===== src/rtl/lane_deserializer_pkg.sv =====
// Shared constants for the lane serializer/deserializer pair: framing words,
// state encoding and the partial-comma test used for framing errors.
package lane_deserializer_pkg;

    localparam int unsigned DefaultWidth = 32;
    localparam logic [31:0] IdleWord     = 32'hBCBCBCBC;
    localparam logic [7:0]  KByte        = 8'hBC;

    localparam logic [1:0] StSearch = 2'd0;
    localparam logic [1:0] StAlign  = 2'd1;
    localparam logic [1:0] StLocked = 2'd2;

    // A K-byte in either low byte lane of a non-idle word is a partial comma.
    function automatic logic has_partial_comma(input logic [15:0] low_bytes);
        return (low_bytes[15:8] == KByte) || (low_bytes[7:0] == KByte);
    endfunction

endpackage


===== src/rtl/lane_align_fsm.sv =====
// Word-alignment state machine: finds the idle comma, confirms it on word
// boundaries, and drops lock after repeated framing errors.
module lane_align_fsm
    import lane_deserializer_pkg::*;
#(
    parameter int unsigned WIDTH       = DefaultWidth,
    parameter int unsigned ALIGN_COUNT = 4,
    parameter int unsigned LOSS_COUNT  = 3
) (
    input  logic clk_i,
    input  logic rst_ni,
    input  logic idle_match_i,
    input  logic frame_err_i,
    output logic boundary_o,
    output logic locked_o,
    output logic loss_o
);

    localparam int unsigned CntW   = $clog2(WIDTH);
    localparam int unsigned MatchW = $clog2(ALIGN_COUNT + 1);
    localparam int unsigned ErrW   = $clog2(LOSS_COUNT + 1);

    localparam logic [CntW-1:0]   LastBit  = CntW'(WIDTH - 1);
    localparam logic [MatchW-1:0] MatchTgt = MatchW'(ALIGN_COUNT);
    localparam logic [MatchW-1:0] MatchOne = MatchW'(1);
    localparam logic [ErrW-1:0]   ErrTgt   = ErrW'(LOSS_COUNT);

    logic [1:0]        state_q, state_d;
    logic [CntW-1:0]   bit_cnt_q, bit_cnt_d;
    logic [MatchW-1:0] match_cnt_q, match_cnt_d, match_inc;
    logic [ErrW-1:0]   err_cnt_q, err_cnt_d, err_inc;
    logic              boundary;

    assign boundary   = (bit_cnt_q == LastBit);
    assign match_inc  = match_cnt_q + 1'b1;
    assign err_inc    = err_cnt_q + 1'b1;
    assign boundary_o = boundary;
    assign locked_o   = (state_q == StLocked);
    assign loss_o     = locked_o && boundary && !idle_match_i && frame_err_i &&
                        (err_inc == ErrTgt);

    always_comb begin
        state_d     = state_q;
        bit_cnt_d   = bit_cnt_q;
        match_cnt_d = match_cnt_q;
        err_cnt_d   = err_cnt_q;

        if (state_q != StSearch) begin
            bit_cnt_d = boundary ? '0 : bit_cnt_q + 1'b1;
        end

        case (state_q)
            StSearch: begin
                // Any match fixes the word boundary at this edge.
                if (idle_match_i) begin
                    bit_cnt_d   = '0;
                    match_cnt_d = MatchOne;
                    state_d     = (MatchTgt == MatchOne) ? StLocked : StAlign;
                end
            end
            StAlign: begin
                if (boundary) begin
                    if (idle_match_i) begin
                        match_cnt_d = match_inc;
                        if (match_inc == MatchTgt) begin
                            state_d = StLocked;
                        end
                    end else begin
                        match_cnt_d = '0;
                        state_d     = StSearch;
                    end
                end
            end
            StLocked: begin
                if (boundary) begin
                    if (idle_match_i || !frame_err_i) begin
                        err_cnt_d = '0;
                    end else if (loss_o) begin
                        err_cnt_d   = '0;
                        match_cnt_d = '0;
                        state_d     = StSearch;
                    end else begin
                        err_cnt_d = err_inc;
                    end
                end
            end
            default: state_d = StSearch;
        endcase
    end

    always_ff @(posedge clk_i or negedge rst_ni) begin
        if (!rst_ni) begin
            state_q     <= StSearch;
            bit_cnt_q   <= '0;
            match_cnt_q <= '0;
            err_cnt_q   <= '0;
        end else begin
            state_q     <= state_d;
            bit_cnt_q   <= bit_cnt_d;
            match_cnt_q <= match_cnt_d;
            err_cnt_q   <= err_cnt_d;
        end
    end

endmodule


===== src/rtl/lane_deserializer.sv =====
// Per-lane receive stage: serial-to-parallel conversion, comma alignment and
// idle stripping ahead of the unstriping mux.
module lane_deserializer
    import lane_deserializer_pkg::*;
#(
    parameter int unsigned       WIDTH       = DefaultWidth,
    parameter logic [WIDTH-1:0]  IDLE_WORD   = WIDTH'(IdleWord),
    parameter int unsigned       ALIGN_COUNT = 4,
    parameter int unsigned       LOSS_COUNT  = 3
) (
    input  logic             clk_32f,
    input  logic             reset_L,
    input  logic             data_in,
    output logic [WIDTH-1:0] data_out,
    output logic             valid_out,
    output logic             active,
    output logic             err_out
);

    // Only the newest WIDTH-1 bits are kept; the oldest bit is never compared.
    logic [WIDTH-2:0] shift_q;
    logic [WIDTH-1:0] next_sr;
    logic [WIDTH-1:0] data_q, data_d;
    logic             valid_q, valid_d;
    logic             err_q, err_d;
    logic             idle_match, frame_err, boundary, locked, loss;

    assign next_sr    = {shift_q, data_in};
    assign idle_match = (next_sr == IDLE_WORD);
    assign frame_err  = has_partial_comma(next_sr[15:0]);

    lane_align_fsm #(
        .WIDTH       (WIDTH),
        .ALIGN_COUNT (ALIGN_COUNT),
        .LOSS_COUNT  (LOSS_COUNT)
    ) u_fsm (
        .clk_i        (clk_32f),
        .rst_ni       (reset_L),
        .idle_match_i (idle_match),
        .frame_err_i  (frame_err),
        .boundary_o   (boundary),
        .locked_o     (locked),
        .loss_o       (loss)
    );

    always_comb begin
        data_d  = data_q;
        valid_d = valid_q;
        err_d   = 1'b0;
        if (!locked) begin
            valid_d = 1'b0;
        end else if (boundary) begin
            if (idle_match) begin
                valid_d = 1'b0;
            end else if (loss) begin
                // Losing lock wins: the errored word is not forwarded.
                valid_d = 1'b0;
                err_d   = 1'b1;
            end else begin
                data_d  = next_sr;
                valid_d = 1'b1;
                err_d   = frame_err;
            end
        end
    end

    always_ff @(posedge clk_32f or negedge reset_L) begin
        if (!reset_L) begin
            shift_q <= '0;
            data_q  <= '0;
            valid_q <= 1'b0;
            err_q   <= 1'b0;
        end else begin
            shift_q <= next_sr[WIDTH-2:0];
            data_q  <= data_d;
            valid_q <= valid_d;
            err_q   <= err_d;
        end
    end

    assign data_out  = data_q;
    assign valid_out = valid_q;
    assign err_out   = err_q;
    assign active    = locked;

endmodule

===== config.mk =====
export PLATFORM = sky130hd
export DESIGN_NAME = lane_deserializer
export DESIGN_NICKNAME = d
export VERILOG_FILES = /design/src/rtl/lane_deserializer_pkg.sv /design/src/rtl/lane_align_fsm.sv /design/src/rtl/lane_deserializer.sv
export SDC_FILE = /design/constraint.sdc
export NUM_CORES = 1
export LEC_CHECK = 0
export ABC_AREA = 1
export ABC_CLOCK_PERIOD_IN_PS = 6250
export CAP_MARGIN = 15
export CORE_UTILIZATION = 24
export CTS_BUF_LIST = sky130_fd_sc_hd__clkbuf_8
export CTS_CLUSTER_DIAMETER = 50
export CTS_CLUSTER_SIZE = 16
export DETAILED_ROUTE_END_ITERATION = 8
export PLACE_DENSITY = 0.43
export SYNTH_ARGS = -nofsm -noshare
export SYNTH_HDL_FRONTEND = slang
export SYNTH_HIERARCHICAL = 1
export SYNTH_SLANG_ARGS = --single-unit

===== constraint.sdc =====
create_clock -name clk_32f -period 6.25 [get_ports clk_32f]
set_input_delay 0.625 -clock clk_32f [delete_from_list [all_inputs] [get_ports clk_32f]]
set_output_delay 0.625 -clock clk_32f [all_outputs]
set_load 0.01 [all_outputs]

* Word-level counts from Yosys, hierarchy flattened
Index checks and enable logic that the tools add are counted.
** Storage, ports and cells
- Register bits :: 77
- Latch bits :: 0
- Bits in writable memories :: 0
- Bits in read-only memories :: 0
- Input bits :: 3
- Word-level logic and storage cells :: 71
- Memories kept :: 0
** Operators by class
- $add $sub $neg :: 3
- Multiply operators :: 0
- Divide/modulo/power cells :: 0
- Order comparisons :: 0
- Equality and inequality tests :: 14
- Shift operators :: 0
- Mux-type cells :: 29
- Bitwise gates (word level) :: 2
- Reduce and logical (&&, ||, !) cells :: 15
** Operators by type and width (count)
- $eq 32x32->1 const B :: 1
- $mux 5 :: 4
- $mux 2 :: 9
- $mux 3 :: 6
- $eq 8x8->1 const B :: 2
- $reduce_and 6->1 :: 2
- $pmux 3 s3 :: 1
- $mux 1 :: 8
- $ne 2x1->1 const B :: 4
- $pmux 2 s3 :: 1
- $add 5x1->5 const B :: 1
- $eq 5x5->1 const B :: 1
- $eq 2x2->1 const B :: 2
- $logic_and 1x1->1 :: 4
- $reduce_and 4->1 :: 1
- $add 3x1->3 const B :: 1
- $eq 3x3->1 const B :: 1
- $ne 3x3->1 const B :: 1
- $reduce_bool 3->1 :: 1
- $add 2x1->2 const B :: 1
- $eq 2x1->1 const B :: 1
- $logic_not 1->1 :: 2
- $logic_not 2->1 :: 1
- $logic_or 1x1->1 :: 2
- 4 further kinds :: 5

* Logic depth before layout (Yosys ltp)
- Word-level depth :: 9
- Mapped depth :: 16

* Cells and area by module
Netlist, hierarchy kept.
** Modules (own cells, without submodules)
- lane_deserializer :: times used 1, cells each 223, area an instance 2309.7 um^2
- lane_align_fsm :: times used 1, cells each 87, area an instance 744.5 um^2

* Least setup slack after synthesis
Ideal clock, no wire load.
- Kind :: input port to flip-flop
- From :: in data_in
- To :: reg data_q[11] (netlist: data_out[11])
- Library setup time :: 0.066 ns
- Arrival time :: 2.161 ns
- Data required time :: 6.184 ns
- Setup slack :: 4.023 ns
- Stages on the path :: 15
- Path buffers :: 2
- Cell sequence :: inv_1 nand2_1 nor2_1 nand2_1 nor2_1 nand2_2 buf_2 inv_1 nor2_4 nand3_2 inv_1 nor2_4 clkbuf_1 nand3_1 nand2_1
** Between the ends
- Word-level cells in the longest chain between the ends :: 7
- Elaborated cells between the ends (all ways) :: 10
- Classes of those cells :: eq/ne (2); bitwise (2); reduce/logical (6)
** RTL lines
- from (decl) :: RTL line lane_deserializer.sv:13 : input logic data_in,
- $eq 32x32->1 :: RTL line lane_deserializer.sv:29 : assign idle_match = (next_sr == IDLE_WORD);
- named net idle_match :: RTL line lane_deserializer.sv:26 : logic idle_match, frame_err, boundary, locked, loss;
- $logic_not 1->1 :: RTL line lane_align_fsm.sv:39 : assign loss_o = locked_o && boundary && !idle_match_i && frame_err_i &&
- $logic_and 1x1->1 (3 in series) :: RTL line lane_align_fsm.sv:39
- named net loss :: RTL line lane_deserializer.sv:26
- $not 1->1 (no line)
- $reduce_and 4->1 (no line)
- to (signal assigned) :: RTL line lane_deserializer.sv:75 : data_q <= data_d;
- to (decl) :: RTL line lane_deserializer.sv:23 : logic [WIDTH-1:0] data_q, data_d;
The timed path passes the listed nets, and every way through them passes these cells.
A chain may end at the register's enable or synchronous reset.

* Worst setup path after layout
- From :: in data_in
- To :: reg data_q[8] (netlist: data_out[8])
Same word-level chain as after synthesis.

==> out/summary.log <==
INFO  clock_network  clk_transition_reported_paths=0.09ns
INFO  route          router_iterations_before_antenna_repair=4
INFO  setup_path     critPathRequiredTime=6.49ns
INFO  yosys          postSynth.asyncResetShare=100%
INFO  power_and_ir_drop total_leakage_power=1.87nW
INFO  yosys          count_of_flip_flops_with_a_built_in_enable_after_synthesis=0
INFO  timing         slew_headroom=36.7%
INFO  yosys          post-synth-top-area-cell=sky130_fd_sc_hd__dfrtp_1
INFO  global_route   grt_first_pass_wirelength=9930um
INFO  power_and_ir_drop p_sw=0.213mW
INFO  route          routed_wl=6030um
INFO  global_route   largest_net_degree_at_the_start_of_global_routing=78
INFO  setup_path     worst_r2r_path_depth=14
INFO  die            rows=40
INFO  timing         setup_total_negative_slack=0ns
INFO  power_and_ir_drop peakVddDrop=0.0968mV
INFO  route          detailedRoute.firstIterationViolations=130
INFO  finish         area.sequential=0.00193sqmm
INFO  yosys          synthesis.instances=310
INFO  placement      dp.cells=506
INFO  clock_network  postCtsSetupRepairBufs=0
INFO  placement      postPlaceCellArea=0.00357sqmm
INFO  setup_path     critical_path.endpoint_type=register
INFO  setup_path     critPathArrivalTime=3.58ns
INFO  timing         clock_skew=0.00725ns
INFO  timing         max_freq=0.299GHz
INFO  timing         finalWorstPathRequiredPeriod=3.34ns
INFO  yosys          ys_top_cells_by_count=103 x sky130_fd_sc_hd__nand2_1, 77 x sky130_fd_sc_hd__dfrtp_1, 35 x sky130_fd_sc_hd__nand3_1
INFO  finish         post_layout_nonfiller_instances=522
INFO  yosys          synth_warnings=6
INFO  power_and_ir_drop p_total=0.951mW
INFO  setup_path     worst_setup_path_start_kind=primary input
INFO  yosys          top_count_cell_post_synth=sky130_fd_sc_hd__nand2_1
INFO  power_and_ir_drop seq_power_share=54.3%
INFO  setup_path     reg2reg_slack=3.22ns
INFO  global_route   globalRoute.totalOverflow=0
INFO  yosys          synth_fp_nets=322
INFO  clock_network  cts.path.max_buffers=2
INFO  yosys          synth.top_cell.area_share=63.1%
INFO  finish         multi_input_area=957squm
INFO  run_status     status=finished, final reports clean
INFO  die            design.die.area=0.0132sqmm
INFO  setup_path     critPathMaxFanout=35
INFO  timing         final-setup-viol-count=0
INFO  finish         stdcell_area=0.00379sqmm
INFO  die            initial_core_util=25.0%
INFO  timing         maxSlewViolCount=0
INFO  run            max-cap-violations=0
INFO  yosys          yosys.cell_types.count=23
INFO  yosys          synth.cell_area=0.00305sqmm
INFO  yosys          yosys_register_bits=77
INFO  yosys          synthesis.area_per_instance=9.85squm
INFO  setup_path     timing.rr.start=shift_q[13]
INFO  finish         fillers=1307
INFO  route          antenna_left=0
INFO  clock_network  cts_root_buf=sky130_fd_sc_hd__clkbuf_8
INFO  die            design.core.area=0.0122sqmm
INFO  yosys          seq_area_frac_synth=63.1%
INFO  setup_path     worstSetupEndpoint=data_out[8]
INFO  die            num_io_pins=38
INFO  timing         post-route-period-util=53.5%
INFO  timing         worst-slew-pin-transition=0.950ns
INFO  clock_network  cts-hold-fix-buffers=0
INFO  power_and_ir_drop combinational_power_share=1.7%
INFO  power_and_ir_drop pwr_density_cell=251mW/mm^2
INFO  yosys          dominantRegCellSynth=sky130_fd_sc_hd__dfrtp_1
INFO  power_and_ir_drop power.share.clock=44.0%
INFO  timing         report.final.hold_viol_count=0
INFO  clock_network  cts_tree=done
INFO  worst_hold_path hp-class=register to register
INFO  worst_hold_path min_from=shift_q[8]
INFO  finish         final_net_count=361
INFO  die            die-height=115um
INFO  power_and_ir_drop switching_share=22.4%
INFO  route          routedWlPerCell=11.5um
INFO  finish         areaGrowthSynthToFinish=24.2%
INFO  power_and_ir_drop internal_cell_power=0.738mW
INFO  route          vias=2079
INFO  finish         layout-drive-gt1-share=8.19%
INFO  global_route   number_of_global_route_vias_before_repair=1945
INFO  global_route   grt_antenna_before_repair=0
INFO  placement      dp_hpwl=3940um
INFO  clock_network  clkSinkCount=77
INFO  yosys          netlist_top_cells_area=sky130_fd_sc_hd__dfrtp_1 63%, sky130_fd_sc_hd__nand2_1 13%, sky130_fd_sc_hd__nand3_1 5.7%
INFO  setup_path     worst-setup-path-type=primary input to register
INFO  clock_network  cts_buffers=9
INFO  route          detail_route.drc_violations=0
INFO  timing         grt_setup_unrepaired=false
INFO  placement      final_gp_congestion=0.682
INFO  setup_path     reg2reg_to=data_out[8]
INFO  clock_network  ctsResizeCount=0
INFO  route          post_drt_via_cell_ratio=3.98
INFO  placement      port-buffer-count=37
INFO  die            floorplan.die.width=115um
INFO  global_route   global_route_total_usage_across_every_layer=10.1%
INFO  clock_network  cts.htree.levels=3
INFO  finish         antenna_cells_inserted=0
INFO  setup_path     worst_setup_path_startpoint=data_in
INFO  timing         finalHoldWorstSlack=0.406ns
INFO  clock_network  clkLatencyLatePin=0.34ns
cell families (layout without fill, tap and decap cells):
| logic type | count (synthesis) | in the layout | synth area share, % |
|---|---|---|---|
| and+or+nand+nor | 176 | 176 | 25.5 |
| DFF | 77 | 77 | 63.1 |
| buffers and inverters | 38 | 82 | 5.57 |
| AOI/OAI and AO/OA | 10 | 10 | 2.17 |
| adders and majority gates | 9 | 9 | 3.69 |
worst max-delay path: stages:
cell and delay, ns:
sky130_fd_sc_hd__clkdlybuf4s50_1 0.47, sky130_fd_sc_hd__inv_1 0.07, sky130_fd_sc_hd__nand2_1 0.05, sky130_fd_sc_hd__nor2_1 0.08
sky130_fd_sc_hd__nand2_1 0.07, sky130_fd_sc_hd__nor2_1 0.12, sky130_fd_sc_hd__nand2_2 0.40, sky130_fd_sc_hd__inv_1 0.29
sky130_fd_sc_hd__nor2_4 0.07, sky130_fd_sc_hd__nand3_2 0.07, sky130_fd_sc_hd__inv_1 0.07, sky130_fd_sc_hd__nor2_4 0.59
sky130_fd_sc_hd__nand2_4 0.37, sky130_fd_sc_hd__nand2_1 0.15, sky130_fd_sc_hd__nand2_1 0.06
metrics by stage:
stage | util, % | setup slack [ns]
after floorplan | - | 4.02
after global placement | 29.2 | 2.61
after detailed placement | 29.2 | 2.46
after CTS | 31.1 | 2.83
after global routing | 31.1 | 2.50
final | 31.1 | 2.91
registers in the layout, summed over array words and instances, names as in the netlist:
register / count
data_out: 32
shift_q: 31
u_fsm/bit_cnt_q: 5
u_fsm/match_cnt_q: 3
u_fsm/err_cnt_q: 2
u_fsm/state_q: 2
err_out: 1
valid_out: 1
layout make-up:
class / count / area share, %
clock inverters: 7 / 2.57
flip-flops and latches: 77 / 50.8
repair buffers: 37 / 9.70
multi-input cells: 195 / 25.2
well taps: 168 / 5.54
inverters: 29 / 2.87
clock buffers: 9 / 3.27
power groups by stage:
stage	Clock (mW)	Sequential, mW	Combinational [mW]
3_3_place_gp	0	0.526	0.0176
4_1_cts	0.434	0.517	0.0175
3_5_place_dp	0	0.527	0.0174
2_1_floorplan	0	0.524	0.00449
6_report	0.419	0.517	0.0164
5_1_grt	0.458	0.518	0.0201
layer usage:
metal	vias up	share of wire [%]	wire length, um	GRT usage (%)
li1	1066	-	-	-
met1	970	51	3050	14.0
met2	35	44	2640	14.2
met3	8	3.7	226	2.58
met4	0	1.9	113	5.71
met5	-	0	0	0
worst min path at each step:
stage / endpoint / slack, ns / depth (start not counted)
after floorplan: data_out[0] / 0.33 / 0
final: shift_q[9] / 0.41 / 0
after detailed placement: shift_q[9] / 0.39 / 0
after CTS: shift_q[17] / 0.41 / 0
after global placement: shift_q[14] / 0.38 / 0
after global routing: shift_q[29] / 0.42 / 0
placed cells by master (no fill, tap or decap), types with 3 or more instances in the layout:
cell type and n:
sky130_fd_sc_hd__a22o_1 3, sky130_fd_sc_hd__clkbuf_8 9, sky130_fd_sc_hd__clkdlybuf4s50_1 36, sky130_fd_sc_hd__dfrtp_1 77
sky130_fd_sc_hd__ha_1 9, sky130_fd_sc_hd__inv_1 27, sky130_fd_sc_hd__nand2_1 103, sky130_fd_sc_hd__nand2_2 4
sky130_fd_sc_hd__nand3_1 35, sky130_fd_sc_hd__nand4_1 6, sky130_fd_sc_hd__nor2_1 19
(Power assumes the default switching activity.)
